`config.mk`:
```
export PLATFORM = sky130hd
export DESIGN_NAME = multi_cycle_ctrl_flat
export DESIGN_NICKNAME = d
export VERILOG_FILES = /design/src/rtl/multi_cycle_ctrl_if.sv /design/src/rtl/multi_cycle_ctrl.sv /design/src/flat_wrapper.sv
export SDC_FILE = /design/constraint.sdc
export NUM_CORES = 1
export LEC_CHECK = 0
export ABC_AREA = 0
export CORE_MARGIN = 5
export CORE_UTILIZATION = 56
export DETAILED_ROUTE_END_ITERATION = 10
export DONT_BUFFER_PORTS = 1
export PLACE_DENSITY = 0.74
export SYNTH_ARGS = -nofsm -noshare
export SYNTH_HDL_FRONTEND = slang
export SYNTH_SLANG_ARGS = --single-unit
```
`constraint.sdc`:
```
create_clock -name clk -period 1.76 [get_ports clk]
set_clock_uncertainty 0.05 [all_clocks]
set_input_delay 0.088 -clock clk [delete_from_list [all_inputs] [get_ports clk]]
set_output_delay 0.088 -clock clk [all_outputs]
set_load 0.1 [all_outputs]
```
`src/rtl/multi_cycle_ctrl_if.sv`:
```
// Control bundle between the multi-cycle MIPS sequencer and its datapath:
// opcode/zero/step come in from the datapath side, mux selects and strobes go out.
interface multi_cycle_ctrl_if;
  logic        step;
  logic [5:0]  opcode;
  logic        zero;
  logic        pc_write;
  logic        pc_write_cond;
  logic        i_or_d;
  logic        mem_read;
  logic        mem_write;
  logic        ir_write;
  logic        mem_to_reg;
  logic        reg_dst;
  logic        reg_write;
  logic        alu_src_a;
  logic [1:0]  alu_src_b;
  logic [1:0]  alu_op;
  logic [1:0]  pc_source;
  logic [3:0]  state;
  logic        instr_done;
  logic        illegal;
  logic [15:0] instr_cnt;

  modport master (
    input  step, opcode, zero,
    output pc_write, pc_write_cond, i_or_d, mem_read, mem_write, ir_write,
           mem_to_reg, reg_dst, reg_write, alu_src_a, alu_src_b, alu_op,
           pc_source, state, instr_done, illegal, instr_cnt
  );

  modport slave (
    output step, opcode, zero,
    input  pc_write, pc_write_cond, i_or_d, mem_read, mem_write, ir_write,
           mem_to_reg, reg_dst, reg_write, alu_src_a, alu_src_b, alu_op,
           pc_source, state, instr_done, illegal, instr_cnt
  );
endinterface

```
`src/rtl/multi_cycle_ctrl.sv`:
```
// Moore sequencer for the multi-cycle MIPS datapath: decodes the IR opcode and
// steps FETCH/DECODE/execute states, free-running or gated by a single-step pulse.
module multi_cycle_ctrl #(
  parameter int MEM_LAT   = 1,
  parameter int STEP_MODE = 0
) (
  input  logic               clk,
  input  logic               rst,
  multi_cycle_ctrl_if.master bus
);

  typedef enum logic [3:0] {
    S_IDLE   = 4'd0,
    S_FETCH  = 4'd1,
    S_DECODE = 4'd2,
    S_MEMADR = 4'd3,
    S_MEMRD  = 4'd4,
    S_MEMWB  = 4'd5,
    S_MEMWR  = 4'd6,
    S_EXEC   = 4'd7,
    S_RCOMPL = 4'd8,
    S_BRANCH = 4'd9,
    S_JUMP   = 4'd10,
    S_ADDIEX = 4'd11,
    S_ADDIWB = 4'd12
  } state_t;

  localparam logic [5:0] OP_RTYPE = 6'd0;
  localparam logic [5:0] OP_LW    = 6'd35;
  localparam logic [5:0] OP_SW    = 6'd43;
  localparam logic [5:0] OP_BEQ   = 6'd4;
  localparam logic [5:0] OP_J     = 6'd2;
  localparam logic [5:0] OP_ADDI  = 6'd8;

  localparam logic [2:0] LAST_WAIT = 3'(MEM_LAT - 1);

  state_t      state_q, state_d;
  logic [2:0]  wait_q, wait_d;
  logic        illegal_q, illegal_d;
  logic [15:0] instr_cnt_q, instr_cnt_d;

  logic adv;
  logic last_wait;
  logic op_legal;
  logic instr_done;

  assign adv       = (STEP_MODE == 0) ? 1'b1 : bus.step;
  assign last_wait = (wait_q == LAST_WAIT);

  always_comb begin
    op_legal = 1'b0;
    case (bus.opcode)
      OP_RTYPE, OP_LW, OP_SW, OP_BEQ, OP_J, OP_ADDI: op_legal = 1'b1;
      default:                                        op_legal = 1'b0;
    endcase
  end

  // An instruction retires on the advancing cycle of its last state; an illegal
  // opcode retires straight out of DECODE.
  always_comb begin
    instr_done = 1'b0;
    if (adv) begin
      case (state_q)
        S_MEMWB, S_MEMWR, S_RCOMPL, S_BRANCH, S_JUMP, S_ADDIWB: instr_done = 1'b1;
        S_DECODE: instr_done = !op_legal;
        default:  instr_done = 1'b0;
      endcase
    end
  end

  always_comb begin
    state_d     = state_q;
    wait_d      = wait_q;
    illegal_d   = illegal_q;
    instr_cnt_d = instr_cnt_q;
    if (adv) begin
      case (state_q)
        S_IDLE: begin
          state_d = S_FETCH;
          wait_d  = 3'd0;
        end
        S_FETCH: begin
          if (last_wait) state_d = S_DECODE;
          else           wait_d  = wait_q + 3'd1;
        end
        S_DECODE: begin
          case (bus.opcode)
            OP_LW, OP_SW: state_d = S_MEMADR;
            OP_RTYPE:     state_d = S_EXEC;
            OP_BEQ:       state_d = S_BRANCH;
            OP_J:         state_d = S_JUMP;
            OP_ADDI:      state_d = S_ADDIEX;
            default: begin
              state_d   = S_FETCH;
              wait_d    = 3'd0;
              illegal_d = 1'b1;
            end
          endcase
        end
        S_MEMADR: begin
          if (bus.opcode == OP_LW) begin
            state_d = S_MEMRD;
            wait_d  = 3'd0;
          end else begin
            state_d = S_MEMWR;
          end
        end
        S_MEMRD: begin
          if (last_wait) state_d = S_MEMWB;
          else           wait_d  = wait_q + 3'd1;
        end
        S_EXEC:   state_d = S_RCOMPL;
        S_ADDIEX: state_d = S_ADDIWB;
        S_MEMWB, S_MEMWR, S_RCOMPL, S_BRANCH, S_JUMP, S_ADDIWB: begin
          state_d = S_FETCH;
          wait_d  = 3'd0;
        end
        default: state_d = S_IDLE;
      endcase
      if (instr_done) instr_cnt_d = instr_cnt_q + 16'd1;
    end
  end

  always_ff @(posedge clk or negedge rst) begin
    if (!rst) begin
      state_q     <= S_IDLE;
      wait_q      <= 3'd0;
      illegal_q   <= 1'b0;
      instr_cnt_q <= 16'd0;
    end else begin
      state_q     <= state_d;
      wait_q      <= wait_d;
      illegal_q   <= illegal_d;
      instr_cnt_q <= instr_cnt_d;
    end
  end

  // Selects decode from the registered state only; every write enable is also
  // qualified by adv so a stalled single-step never repeats a write.
  always_comb begin
    bus.pc_write      = 1'b0;
    bus.pc_write_cond = 1'b0;
    bus.i_or_d        = 1'b0;
    bus.mem_read      = 1'b0;
    bus.mem_write     = 1'b0;
    bus.ir_write      = 1'b0;
    bus.mem_to_reg    = 1'b0;
    bus.reg_dst       = 1'b0;
    bus.reg_write     = 1'b0;
    bus.alu_src_a     = 1'b0;
    bus.alu_src_b     = 2'b00;
    bus.alu_op        = 2'b00;
    bus.pc_source     = 2'b00;
    case (state_q)
      S_FETCH: begin
        bus.mem_read  = 1'b1;
        bus.alu_src_b = 2'b01;
        bus.ir_write  = last_wait & adv;
        bus.pc_write  = last_wait & adv;
      end
      S_DECODE: begin
        bus.alu_src_b = 2'b11;
      end
      S_MEMADR, S_ADDIEX: begin
        bus.alu_src_a = 1'b1;
        bus.alu_src_b = 2'b10;
      end
      S_MEMRD: begin
        bus.mem_read = 1'b1;
        bus.i_or_d   = 1'b1;
      end
      S_MEMWB: begin
        bus.reg_write  = adv;
        bus.mem_to_reg = 1'b1;
      end
      S_MEMWR: begin
        bus.mem_write = adv;
        bus.i_or_d    = 1'b1;
      end
      S_EXEC: begin
        bus.alu_src_a = 1'b1;
        bus.alu_op    = 2'b10;
      end
      S_RCOMPL: begin
        bus.reg_write = adv;
        bus.reg_dst   = 1'b1;
      end
      S_ADDIWB: begin
        bus.reg_write = adv;
      end
      S_BRANCH: begin
        bus.alu_src_a     = 1'b1;
        bus.alu_op        = 2'b01;
        bus.pc_source     = 2'b01;
        bus.pc_write_cond = adv;
      end
      S_JUMP: begin
        bus.pc_source = 2'b10;
        bus.pc_write  = adv;
      end
      default: begin
        bus.pc_write = 1'b0;
      end
    endcase
  end

  assign bus.state      = state_q;
  assign bus.instr_done = instr_done;
  assign bus.illegal    = illegal_q;
  assign bus.instr_cnt  = instr_cnt_q;

endmodule

```
`src/flat_wrapper.sv`:
```
// flat-port wrapper written by rule: the top's interface ports become plain ports
module multi_cycle_ctrl_flat 
#(
  parameter int MEM_LAT   = 1,
  parameter int STEP_MODE = 0
)
  (clk, rst, bus_step, bus_opcode, bus_zero, bus_pc_write, bus_pc_write_cond, bus_i_or_d, bus_mem_read, bus_mem_write, bus_ir_write, bus_mem_to_reg, bus_reg_dst, bus_reg_write, bus_alu_src_a, bus_alu_src_b, bus_alu_op, bus_pc_source, bus_state, bus_instr_done, bus_illegal, bus_instr_cnt);
  multi_cycle_ctrl_if bus_i ();
  input  logic clk;
  input  logic rst;
  input wire logic [$bits(bus_i.step)-1:0] bus_step;
  input wire logic [$bits(bus_i.opcode)-1:0] bus_opcode;
  input wire logic [$bits(bus_i.zero)-1:0] bus_zero;
  output wire logic [$bits(bus_i.pc_write)-1:0] bus_pc_write;
  output wire logic [$bits(bus_i.pc_write_cond)-1:0] bus_pc_write_cond;
  output wire logic [$bits(bus_i.i_or_d)-1:0] bus_i_or_d;
  output wire logic [$bits(bus_i.mem_read)-1:0] bus_mem_read;
  output wire logic [$bits(bus_i.mem_write)-1:0] bus_mem_write;
  output wire logic [$bits(bus_i.ir_write)-1:0] bus_ir_write;
  output wire logic [$bits(bus_i.mem_to_reg)-1:0] bus_mem_to_reg;
  output wire logic [$bits(bus_i.reg_dst)-1:0] bus_reg_dst;
  output wire logic [$bits(bus_i.reg_write)-1:0] bus_reg_write;
  output wire logic [$bits(bus_i.alu_src_a)-1:0] bus_alu_src_a;
  output wire logic [$bits(bus_i.alu_src_b)-1:0] bus_alu_src_b;
  output wire logic [$bits(bus_i.alu_op)-1:0] bus_alu_op;
  output wire logic [$bits(bus_i.pc_source)-1:0] bus_pc_source;
  output wire logic [$bits(bus_i.state)-1:0] bus_state;
  output wire logic [$bits(bus_i.instr_done)-1:0] bus_instr_done;
  output wire logic [$bits(bus_i.illegal)-1:0] bus_illegal;
  output wire logic [$bits(bus_i.instr_cnt)-1:0] bus_instr_cnt;
  assign bus_i.step = bus_step;
  assign bus_i.opcode = bus_opcode;
  assign bus_i.zero = bus_zero;
  assign bus_pc_write = bus_i.pc_write;
  assign bus_pc_write_cond = bus_i.pc_write_cond;
  assign bus_i_or_d = bus_i.i_or_d;
  assign bus_mem_read = bus_i.mem_read;
  assign bus_mem_write = bus_i.mem_write;
  assign bus_ir_write = bus_i.ir_write;
  assign bus_mem_to_reg = bus_i.mem_to_reg;
  assign bus_reg_dst = bus_i.reg_dst;
  assign bus_reg_write = bus_i.reg_write;
  assign bus_alu_src_a = bus_i.alu_src_a;
  assign bus_alu_src_b = bus_i.alu_src_b;
  assign bus_alu_op = bus_i.alu_op;
  assign bus_pc_source = bus_i.pc_source;
  assign bus_state = bus_i.state;
  assign bus_instr_done = bus_i.instr_done;
  assign bus_illegal = bus_i.illegal;
  assign bus_instr_cnt = bus_i.instr_cnt;
  multi_cycle_ctrl #(.MEM_LAT(MEM_LAT), .STEP_MODE(STEP_MODE)) u_core (.clk(clk), .rst(rst), .bus(bus_i));
endmodule
```
==> out/results.ini, run 1 <==
[placement]
place_area_mm2 = 0.00233
gp_congestion = 0.803
hpwl_um = 3240
io_buffers = 0

[clock_tree]
h-tree-depth = 1
clock-root-buffer = clkbuf_4
clock_path_buffers = 2
clock_sinks = 24
cts_buffers = 3

[synth]
synth_edf_count = 0
synth_cells = 174
yosysWarnings = 0
netlist-cell-type-count = 47
synth.top_cells.by_count = 24 x dfrtp_1, 23 x nor2_1, 14 x xor2_1
synth_nets = 187
async_reset_ff_share_pct = 100
ys_ff_latch = 24
ys_seq_area_share_pct = 38.5
syn_area_per_cell_um2 = 8.97
synth_top_area_cell = dfrtp_1
yosys_most_used_dff = dfrtp_1
synth_area_mm2 = 0.00156
netlist.area_leader.share_pct = 38.5
yosys-top-cells-area = dfrtp_1 38%, xor2_1 7.9%, nor2_1 5.5%, nor3_1 3.2%, nand2b_1 2.8%
synth_most_common_cell = dfrtp_1

[sta]
worstEpCategory = primary output
worst_endpoint = bus_instr_done

[floorplan]
ios = 48
initial_utilization_pct = 57.6
die_width_um = 62.8
row_count = 19
die_h_um = 62.8

[outcome]
haltStage = global routing
status = aborted with a tool error
stop_error = [ERROR DPL-0038] Utilization greater than 100%, impossible to legalize

[global_route]
grt_max_degree = 25

-- timing repair --
action                                  4_1_cts
hold buffers                                  3
hold endpoints to repair                     26
gates resized for setup                      43
endpoints found under the setup margin       30
buffers inserted                              5
gates cloned                                  0
pin swaps                                    11
-- metrics by stage --
stage	hold slack (ps)	cells	worst slack, ps
floorplan	-258	174	-419
global placement	-257	245	-30.4
detailed placement	-257	245	-84.7
CTS	12.1	256	-215
-- logic make-up after synthesis --
kind of cell / share of synthesized area, %
and+or+nand+nor: 28.9
AOI/OAI and AO/OA: 12.6
adders and majority gates: 3.05
xor gates and xnor gates: 9.54
muxes: 0.722
DFF: 38.5
buffers and inverters: 6.65
==> inputs of run 2 (changes only) <==
--- a/config.mk
+++ b/config.mk
@@ -7,10 +7,10 @@
 export LEC_CHECK = 0
 export ABC_AREA = 0
 export CORE_MARGIN = 5
-export CORE_UTILIZATION = 56
+export CORE_UTILIZATION = 40
 export DETAILED_ROUTE_END_ITERATION = 10
 export DONT_BUFFER_PORTS = 1
-export PLACE_DENSITY = 0.74
+export PLACE_DENSITY_LB_ADDON = 0.15
 export SYNTH_ARGS = -nofsm -noshare
 export SYNTH_HDL_FRONTEND = slang
 export SYNTH_SLANG_ARGS = --single-unit
==> constraint.sdc (replaced) <==
create_clock -name clk -period 2.3 [get_ports clk]
set_clock_uncertainty 0.05 [all_clocks]
set_input_delay 0.115 -clock clk [delete_from_list [all_inputs] [get_ports clk]]
set_output_delay 0.115 -clock clk [all_outputs]
set_load 0.1 [all_outputs]
==> run 2 against run 1 <==
The run now ends clean. Area after synthesis is the same. Synthesized cell count unchanged.
==> out/results.ini, run 2 <==
[outcome]
status = completed  ; was aborted with a tool error

[final_layout]
n_antenna_cell = 0
drive_above_1_share_pct = 33.0
fill_cells = 343
final_cell_mix = 36 x buf_4, 20 x dfrtp_1, 14 x xor2_1
largest_register_ffs = 16
final_common_cell = buf_4
area_growth_pct = 29.8
ff_latch_area_um2 = 613
multi_input_area_um2 = 910
nets = 220

[setup_path]
rr_worst_depth = 6
end_kind = primary output
worstSetupStartpointType = flop
crit_required_ps = 2130
path_class = flop to primary output
cp_max_fo = 17
arrival_ps = 2030

[floorplan]
die_area_mm2 = 0.00525
die_h_um = 72.5  ; was 62.8 µm
ios = 48  ; unchanged
row_count = 22  ; was 19
die_width_um = 72.5  ; was 62.8 µm
initial_utilization_pct = 42.0  ; was 57.6%
core_area_mm2 = 0.00372

[clock_tree]
path_clk_slew_ps = 90
clock-root-buffer = clkbuf_8  ; was clkbuf_4
h-tree-depth = 1  ; unchanged
cts_setup_buffers = 0  ; was 5
clock_sinks = 24  ; unchanged
cts_buffers = 3  ; unchanged
clock_path_buffers = 2  ; unchanged
tritoncts = built
clock_latency_ps = 270

[placement]
io_buffers = 0  ; unchanged
gp_congestion = 0.794  ; was 0.803
hpwl_um = 2780  ; was 3240 µm

[sta]
max_clock_freq_mhz = 455
timing.slew.headroom_pct = 29.3
fin_crit_sh_pct = 95.5
tightest_slew_ps = 1060
setup-tns-final_ps = 0
hold_viol = 0
setup_viol = 0
layout_min_cycle_time_ps = 2200
drv_slew = 0
rsz0062_at_grt = false

[synth]
netlist.area_leader.share_pct = 38.5  ; unchanged
yosysWarnings = 0  ; unchanged
synth_area_mm2 = 0.00156  ; unchanged
ys_seq_area_share_pct = 38.5  ; unchanged
synth_cells = 174  ; unchanged
synth_edf_count = 0  ; unchanged
synth_top_area_cell = dfrtp_1  ; unchanged
yosys-top-cells-area = dfrtp_1 38%, xor2_1 7.9%, nor2_1 5.5%, nor3_1 3.2%, nand2b_1 2.8%  ; unchanged
synth_most_common_cell = dfrtp_1  ; unchanged
netlist-cell-type-count = 47  ; unchanged
syn_area_per_cell_um2 = 8.97  ; unchanged
synth.top_cells.by_count = 24 x dfrtp_1, 23 x nor2_1, 14 x xor2_1  ; unchanged
yosys_most_used_dff = dfrtp_1  ; unchanged
async_reset_ff_share_pct = 100  ; unchanged
synth_nets = 187  ; unchanged
ys_ff_latch = 24  ; unchanged

[global_route]
grt_pass1_vias = 1312
grt_use_total_pct = 13.8
grt_max_degree = 25
grt_pass1_wl_um = 5910
overflow = 0
antenna_found_initial = 0

[flow_run]
cap_violations = 0

[worst_hold_path]
holdPathStages = 2
hp-class = primary input to flop

[detailed_routing]
via_per_inst = 5.29
drt_iter0_markers = 55
wl_per_cell_um = 14.1
via_count = 1343
first_pass_iters = 4
ant_nets = 0
drc = 0
wl_um = 3570

[run 2: cell counts after synthesis]
Identical to the previous run, type by type.
[run 2: area by class of cell]
cell class	count	share of cell area [%]
repair buffers	41	16.9
flip-flops and latches	24	30.3
clock inverters	1	1.48
clock buffers	3	2.04
well taps	48	2.96
inverters	7	1.48
multi-input cells	130	44.9
[run 2: what timing repair did]
action | in CTS | in global routing
hold endpoints to repair | 25 | 0
hold buffers | 2 | 0
pin swaps | 0 | 0
gates resized for setup | 1 | 3
setup endpoints to repair | 1 | 1
[run 2: path summary, 6_finish.rpt]
| check | endpoint | start | slack (ps) |
|---|---|---|---|
| setup / recovery | bus_instr_done | u_core.bus.state[2] | 100 |
| hold / removal | u_core.bus.state[0] | bus_opcode[1] | 30 |
| setup reg to reg | u_core.bus.instr_cnt[15] | u_core.bus.state[2] | 230 |
| hold reg to reg | u_core.bus.instr_cnt[15] | u_core.bus.instr_cnt[15] | 430 |
| max in group asynchronous | u_core.bus.state[0] | rst | 1010 |
| min in group asynchronous | u_core.bus.state[3] | rst | 430 |
[run 2: metal layers]
metal	wire length, µm	global-route usage (%)	up-vias	share of wire [%]
met4	17	2.46	0	0.48
met5	0	0	-	0
met2	1760	22.8	29	49
li1	-	-	671	-
met1	1540	17.8	639	43
met3	243	4.71	4	6.8
[run 2: critical path, stage by stage (launching register included)]
cell and delay (ps):
dfrtp_4 540, and2_1 230, maj3_1 370, o22a_1 180
buf_6 180, clkinvlp_4 90, buf_12 160
[run 2: per-stage QoR]
| stage | cells | utilization, % | hold slack [ps] | worst slack [ps] | area, µm² |
|---|---|---|---|---|---|
| detailed placement | 248 | 51.6 | -230 | 218 | 1920 |
| global placement | 248 | 51.6 | -230 | 267 | 1920 |
| CTS | 254 | 54.2 | 23.1 | 18.1 | 2010 |
| finish | 254 | 54.5 | 28.2 | 104 | 2030 |
| floorplan | 174 | - | -231 | 1.93 | 1630 |
| global route | 254 | 54.5 | 26.6 | 35.4 | 2030 |
[run 2: kinds of logic after synthesis]
logic type / synth area share, %
flops: 38.5
simple gates: 28.9
compound gates: 12.6
buf+inv: 6.65
mux: 0.722
fa+ha+maj: 3.05
xor+xnor: 9.54
Power of run 2 is left out: the tool's default activity adds up to more than one toggle a clock period on the data nets, which glitch-free logic cannot reach.
